**config.mk**
```make
export PLATFORM = sky130hd
export DESIGN_NAME = legv8_multicycle_ctrl
export DESIGN_NICKNAME = d
export VERILOG_FILES = /design/src/rtl/legv8_multicycle_ctrl.sv
export SDC_FILE = /design/constraint.sdc
export NUM_CORES = 1
export LEC_CHECK = 0
export ABC_CLOCK_PERIOD_IN_PS = 7320
export CORE_ASPECT_RATIO = 0.8
export CORE_MARGIN = 5
export CORE_UTILIZATION = 45
export DETAILED_ROUTE_END_ITERATION = 10
export PLACE_DENSITY = 0.75
export SYNTH_ARGS = -nofsm -noshare
export SYNTH_HDL_FRONTEND = slang
export SYNTH_SLANG_ARGS = --single-unit
export TNS_END_PERCENT = 10
```
**constraint.sdc**
```tcl
create_clock -name Clk -period 7.32 [get_ports Clk]
set_input_delay 1.464 -clock Clk [delete_from_list [all_inputs] [get_ports Clk]]
set_output_delay 1.464 -clock Clk [all_outputs]
set_load 0.02 [all_outputs]
```
**src/rtl/legv8_multicycle_ctrl.sv**
```systemverilog
// legv8_multicycle_ctrl: multicycle LEGv8 control FSM sequencing fetch, decode, execute, memory and write-back.
module legv8_multicycle_ctrl #(
    parameter int CNT_W = 32
) (
    input  logic             Clk,
    input  logic             Reset_L,
    input  logic [10:0]      Opcode,
    input  logic             Zero,
    input  logic             MemReady,
    output logic             PCWrite,
    output logic             PCSrc,
    output logic             IRWrite,
    output logic             MemRead,
    output logic             MemWrite,
    output logic             IorD,
    output logic             Reg2Loc,
    output logic             ALUSrc,
    output logic [3:0]       ALUCtrl,
    output logic [2:0]       SignOp,
    output logic             MemToReg,
    output logic             RegWrite,
    output logic             Illegal,
    output logic [2:0]       State,
    output logic [CNT_W-1:0] InstRetired
);
    typedef enum logic [2:0] {RST = 3'd0, FETCH = 3'd1, DECODE = 3'd2, EXEC = 3'd3, MEM = 3'd4, WB = 3'd5} state_t;
    typedef enum logic [3:0] {
        OP_NONE, OP_B, OP_CBZ, OP_LDUR, OP_STUR, OP_ADDI, OP_SUBI,
        OP_MOVZ, OP_LSL, OP_LSR, OP_ADD, OP_SUB, OP_AND, OP_ORR
    } op_t;

    state_t            state, nxt;
    op_t               op_q, dec_op;
    logic              retire, branch, mem_op;
    logic [CNT_W-1:0]  cnt;

    // Prefix decode; casez arms are tried top to bottom so the first match wins.
    function automatic op_t decode(input logic [10:0] opc);
        casez (opc)
            11'b000101?????: decode = OP_B;
            11'b10110100???: decode = OP_CBZ;
            11'b11111000010: decode = OP_LDUR;
            11'b11111000000: decode = OP_STUR;
            11'b1001000100?: decode = OP_ADDI;
            11'b1101000100?: decode = OP_SUBI;
            11'b110100101??: decode = OP_MOVZ;
            11'b11010011011: decode = OP_LSL;
            11'b11010011010: decode = OP_LSR;
            11'b10001011000: decode = OP_ADD;
            11'b11001011000: decode = OP_SUB;
            11'b10001010000: decode = OP_AND;
            11'b10101010000: decode = OP_ORR;
            default:         decode = OP_NONE;
        endcase
    endfunction

    function automatic logic [2:0] signop_of(input op_t op);
        case (op)
            OP_B:              signop_of = 3'b010;
            OP_CBZ:            signop_of = 3'b011;
            OP_LDUR, OP_STUR:  signop_of = 3'b001;
            OP_MOVZ:           signop_of = 3'b100;
            OP_LSL, OP_LSR:    signop_of = 3'b101;
            default:           signop_of = 3'b000;
        endcase
    endfunction

    function automatic logic [3:0] alu_of(input op_t op);
        case (op)
            OP_ADD, OP_ADDI, OP_LDUR, OP_STUR: alu_of = 4'b0010;
            OP_SUB, OP_SUBI:                   alu_of = 4'b0110;
            OP_ORR:                            alu_of = 4'b0001;
            OP_MOVZ, OP_CBZ:                   alu_of = 4'b0111;
            OP_LSL:                            alu_of = 4'b0011;
            OP_LSR:                            alu_of = 4'b0100;
            default:                           alu_of = 4'b0000;
        endcase
    endfunction

    function automatic logic alusrc_of(input op_t op);
        alusrc_of = op inside {OP_ADDI, OP_SUBI, OP_LSL, OP_LSR, OP_MOVZ, OP_LDUR, OP_STUR};
    endfunction

    assign dec_op      = decode(Opcode);
    assign branch      = op_q inside {OP_B, OP_CBZ};
    assign mem_op      = op_q inside {OP_LDUR, OP_STUR};
    assign State       = state;
    assign InstRetired = cnt;

    always_ff @(posedge Clk) begin
        if (!Reset_L) begin
            state <= RST;
            op_q  <= OP_NONE;
            cnt   <= '0;
        end else begin
            state <= nxt;
            if (state == DECODE) op_q <= dec_op;
            if (retire) cnt <= cnt + CNT_W'(1);
        end
    end

    always_comb begin
        nxt      = state;
        retire   = 1'b0;
        PCWrite  = 1'b0;
        PCSrc    = 1'b0;
        IRWrite  = 1'b0;
        MemRead  = 1'b0;
        MemWrite = 1'b0;
        IorD     = 1'b0;
        Reg2Loc  = 1'b0;
        ALUSrc   = 1'b0;
        ALUCtrl  = 4'b0000;
        SignOp   = 3'b000;
        MemToReg = 1'b0;
        RegWrite = 1'b0;
        Illegal  = 1'b0;
        case (state)
            RST: nxt = FETCH;
            FETCH: begin
                MemRead = 1'b1;
                IRWrite = MemReady;
                PCWrite = MemReady;
                nxt     = MemReady ? DECODE : FETCH;
            end
            // SignOp follows the raw opcode so the branch target is ready by EXEC.
            DECODE: begin
                SignOp  = signop_of(dec_op);
                Illegal = dec_op == OP_NONE;
                nxt     = Illegal ? FETCH : EXEC;
            end
            EXEC: begin
                SignOp  = signop_of(op_q);
                ALUCtrl = alu_of(op_q);
                ALUSrc  = alusrc_of(op_q);
                Reg2Loc = op_q inside {OP_STUR, OP_CBZ};
                PCSrc   = branch;
                PCWrite = op_q == OP_B || (op_q == OP_CBZ && Zero);
                retire  = branch;
                nxt     = branch ? FETCH : mem_op ? MEM : WB;
            end
            MEM: begin
                IorD     = 1'b1;
                SignOp   = signop_of(op_q);
                ALUCtrl  = alu_of(op_q);
                ALUSrc   = alusrc_of(op_q);
                Reg2Loc  = op_q == OP_STUR;
                MemRead  = op_q == OP_LDUR;
                MemWrite = op_q == OP_STUR;
                retire   = MemReady && op_q == OP_STUR;
                nxt      = !MemReady ? MEM : op_q == OP_STUR ? FETCH : WB;
            end
            WB: begin
                RegWrite = 1'b1;
                MemToReg = op_q == OP_LDUR;
                retire   = 1'b1;
                nxt      = FETCH;
            end
            default: nxt = RST;
        endcase
    end
endmodule

```
==> impl_results.md <==
* GRT Total Usage at 19.5%
* Starting density of the core at 46.2%
* Crit Path Max Fanout at 5
* Routed WL at 6760 um
* Post-CTS setup buffer count at 0
* Sequential power share at 50.8%
* Vias in the first global route at 2474
* Register area share after synthesis at 33.5%
* Worst setup SP type: primary input
* Area grow syn2layout at 31.2%
* RePlAce Congestion at 0.966
* Routed Antenna Nets at 0
* DIE AREA at 7180 um^2
* Most common cell after layout, fill and taps aside: clkdlybuf4s50_1
* Largest net degree at the start of global routing at 37
* Post-Route Setup TNS at 0 ns
* Io pins at 68
* Final min period at 5.71 ns
* Mapped Area at 2510 um^2
* Layout cells sized above 1 at 4.13%
* Final Hold Vio Count at 0
* Maximum clock rate at 175 MHz
* Mapped Avg Cell Area at 7.63 um^2
* Post-synth ARST share at 0%
* Slew @ Worst Pin at 1.09 ns
* Root Driver: clkbuf_8
* Global-route wire length before repair at 11600 um
* Router iterations before antenna repair at 4
* Inserted Diodes at 0
* Critical path class: in2out
* Final Non-Filler Cells at 465
* CP startpoint: Opcode[8]
* Number of synthesized flops with an enable pin at 0
* Ys flop type: dfxtp_1
* Worst EP arrival at 4.25 ns
* R2R Path Start: op_q[2]$_SDFFE_PN0P_
* Final setup vio count at 0
* Die Height at 76.8 um
* I/O Buffers at 66
* Number of H-tree branching levels at 2
* CTS tree: built
* Vias/cell at 5.52
* Max-slew violations at 0
* Clock Sinks at 42
* Core area at 5440 um^2
* Synth Register Bits at 42
* Gate power share at 10.4%
* Tcrit/Tclk final at 78.0%
* Synth unique cells at 54
* Overflow after GRT at 0
* Mapped Nets at 345
* Clock insertion delay at the later pin of the skew report at 0.29 ns
* Total power at 460 uW
* Routed wire per std cell at 14.5 um
* Initial antenna violation count at 0
* Chip width at 93.5 um
* Internal at 354 uW
* CTS max path bufs at 2
* Relative slew slack at 26.7%
* Max_cap viols at 0
* P_sw at 106 uW
* Hold Path Class: reg2reg
* Req. time, crit path at 5.86 ns
* # hold bufs at CTS at 0
* Clk pwr share at 38.8%
* Status: complete, no violations
* RSZ-0062 raised after global routing: no
* HP Start: InstRetired[25]$_SDFFE_PN0P_
* Max IR drop VDD at 0.125 mV
* Final Util at 60.5%
* Yosys warning total at 0
* Iter 0 DRT Violations at 163
* Clock transition at the registers of the reported paths at 0.07 ns
* Dpl cells at 457
* Row count at 24
* Post-CTS sizing at 0
* Worst clock skew at 0.0130 ns
* Hold WS at 0.488 ns
* Cts bufs inserted at 5
* Commonest cells after routing, fill and taps aside: clkdlybuf4s50_1, dfxtp_1, nor2_1, nand2_1, a21oi_1
* Final nets at 402
* Fill cell count at 509
* Vias at 2568
* Static leakage at 1.03 nW
* Final HPWL DP at 5060 um
* CP Capture Type: output pin
* Pwr/cell area at 140 nW/um^2
* Drt drc at 0
* Gate Count Post-Synth at 329
* Switching Share at 23.1%
## layer usage
layer / vias to the layer above / wire (um) / share of wire (%) / track usage (%)
met5: - / 0 / 0 / 0
met4: 0 / 63 / 0.93 / 5.71
met3: 6 / 441 / 6.5 / 4.89
met2: 76 / 2860 / 42 / 28.3
met1: 1195 / 3390 / 50 / 28.3
li1: 1291 / - / - / -
## final cells by class
cell class	instances	area, um^2	share of cell area, %
clock inverters	1	30.0	0.913
clock buffers	7	76.3	2.32
repair buffers	66	661	20.1
well taps	78	97.6	2.97
multi-input cells	257	1530	46.6
inverters	14	52.6	1.60
flip-flops and latches	42	841	25.6
## state kept, by name, summed over array words and instances, names as in the netlist, named ones only
signal	cells
State	3
InstRetired	32
op_q	4
## cells by family after synthesis
| family | share of synthesized area, % |
|---|---|
| simple gates | 35.8 |
| compound gates | 16.1 |
| flops | 33.5 |
| buf+inv | 5.39 |
| xor+xnor | 7.68 |
| mux | 0.848 |
| fa+ha+maj | 0.499 |
| other cells | 0.149 |
## Yosys cell counts (4+ instances only)
cell	number	area, um^2
nand3_1	10	50.1
nor4b_1	6	52.6
nor4_1	7	43.8
nor2b_1	5	31.3
clkbuf_1	10	37.5
or3_1	14	87.6
xnor2_1	14	123
xor2_1	8	70.1
dfxtp_1	42	841
nand2_1	23	86.3
a21oi_1	22	110
o22ai_1	4	25.0
nand2b_1	6	37.5
nor3_1	12	60.1
nor2_1	40	150
inv_1	13	48.8
nand4_1	9	56.3
or2_2	4	25.0
nor3b_1	5	37.5
nand3b_1	5	37.5
and3_1	4	25.0
o21ai_0	20	100
## path summary, 6_finish.rpt
| check | end | slack (ns) | depth (start not counted) |
|---|---|---|---|
| max | SignOp[1] | 1.61 | 8 |
| min | InstRetired[25]$_SDFFE_PN0P_ | 0.49 | 2 |
| max reg2reg | InstRetired[31]$_SDFFE_PN0P_ | 4.25 | 6 |
| min reg2reg | InstRetired[25]$_SDFFE_PN0P_ | 0.49 | 2 |
## power groups by stage
stage	clock network [mW]	registers [mW]	logic, mW
2_1_floorplan	0	0.238	0.0286
3_3_place_gp	0	0.239	0.0470
3_5_place_dp	0	0.239	0.0473
4_1_cts	0.181	0.234	0.0475
5_1_grt	0.191	0.234	0.0520
6_report	0.178	0.234	0.0477
## per-stage QoR
step	cell area, um^2	setup slack (ns)
after floorplan	2510	2.68
after global placement	3180	1.71
after detailed placement	3180	1.62
after CTS	3290	1.62
after global routing	3290	1.53
final	3290	1.61
## critical path: stages
cell,delay (ns)
clkdlybuf4s50_1,0.49
or3b_2,0.54
or2_2,0.34
or3_1,0.38
nand3_1,0.11
xnor2_1,0.07
o22ai_1,0.20
clkdlybuf4s50_1,0.65
No activity file was read; power rests on OpenSTA's default activity.
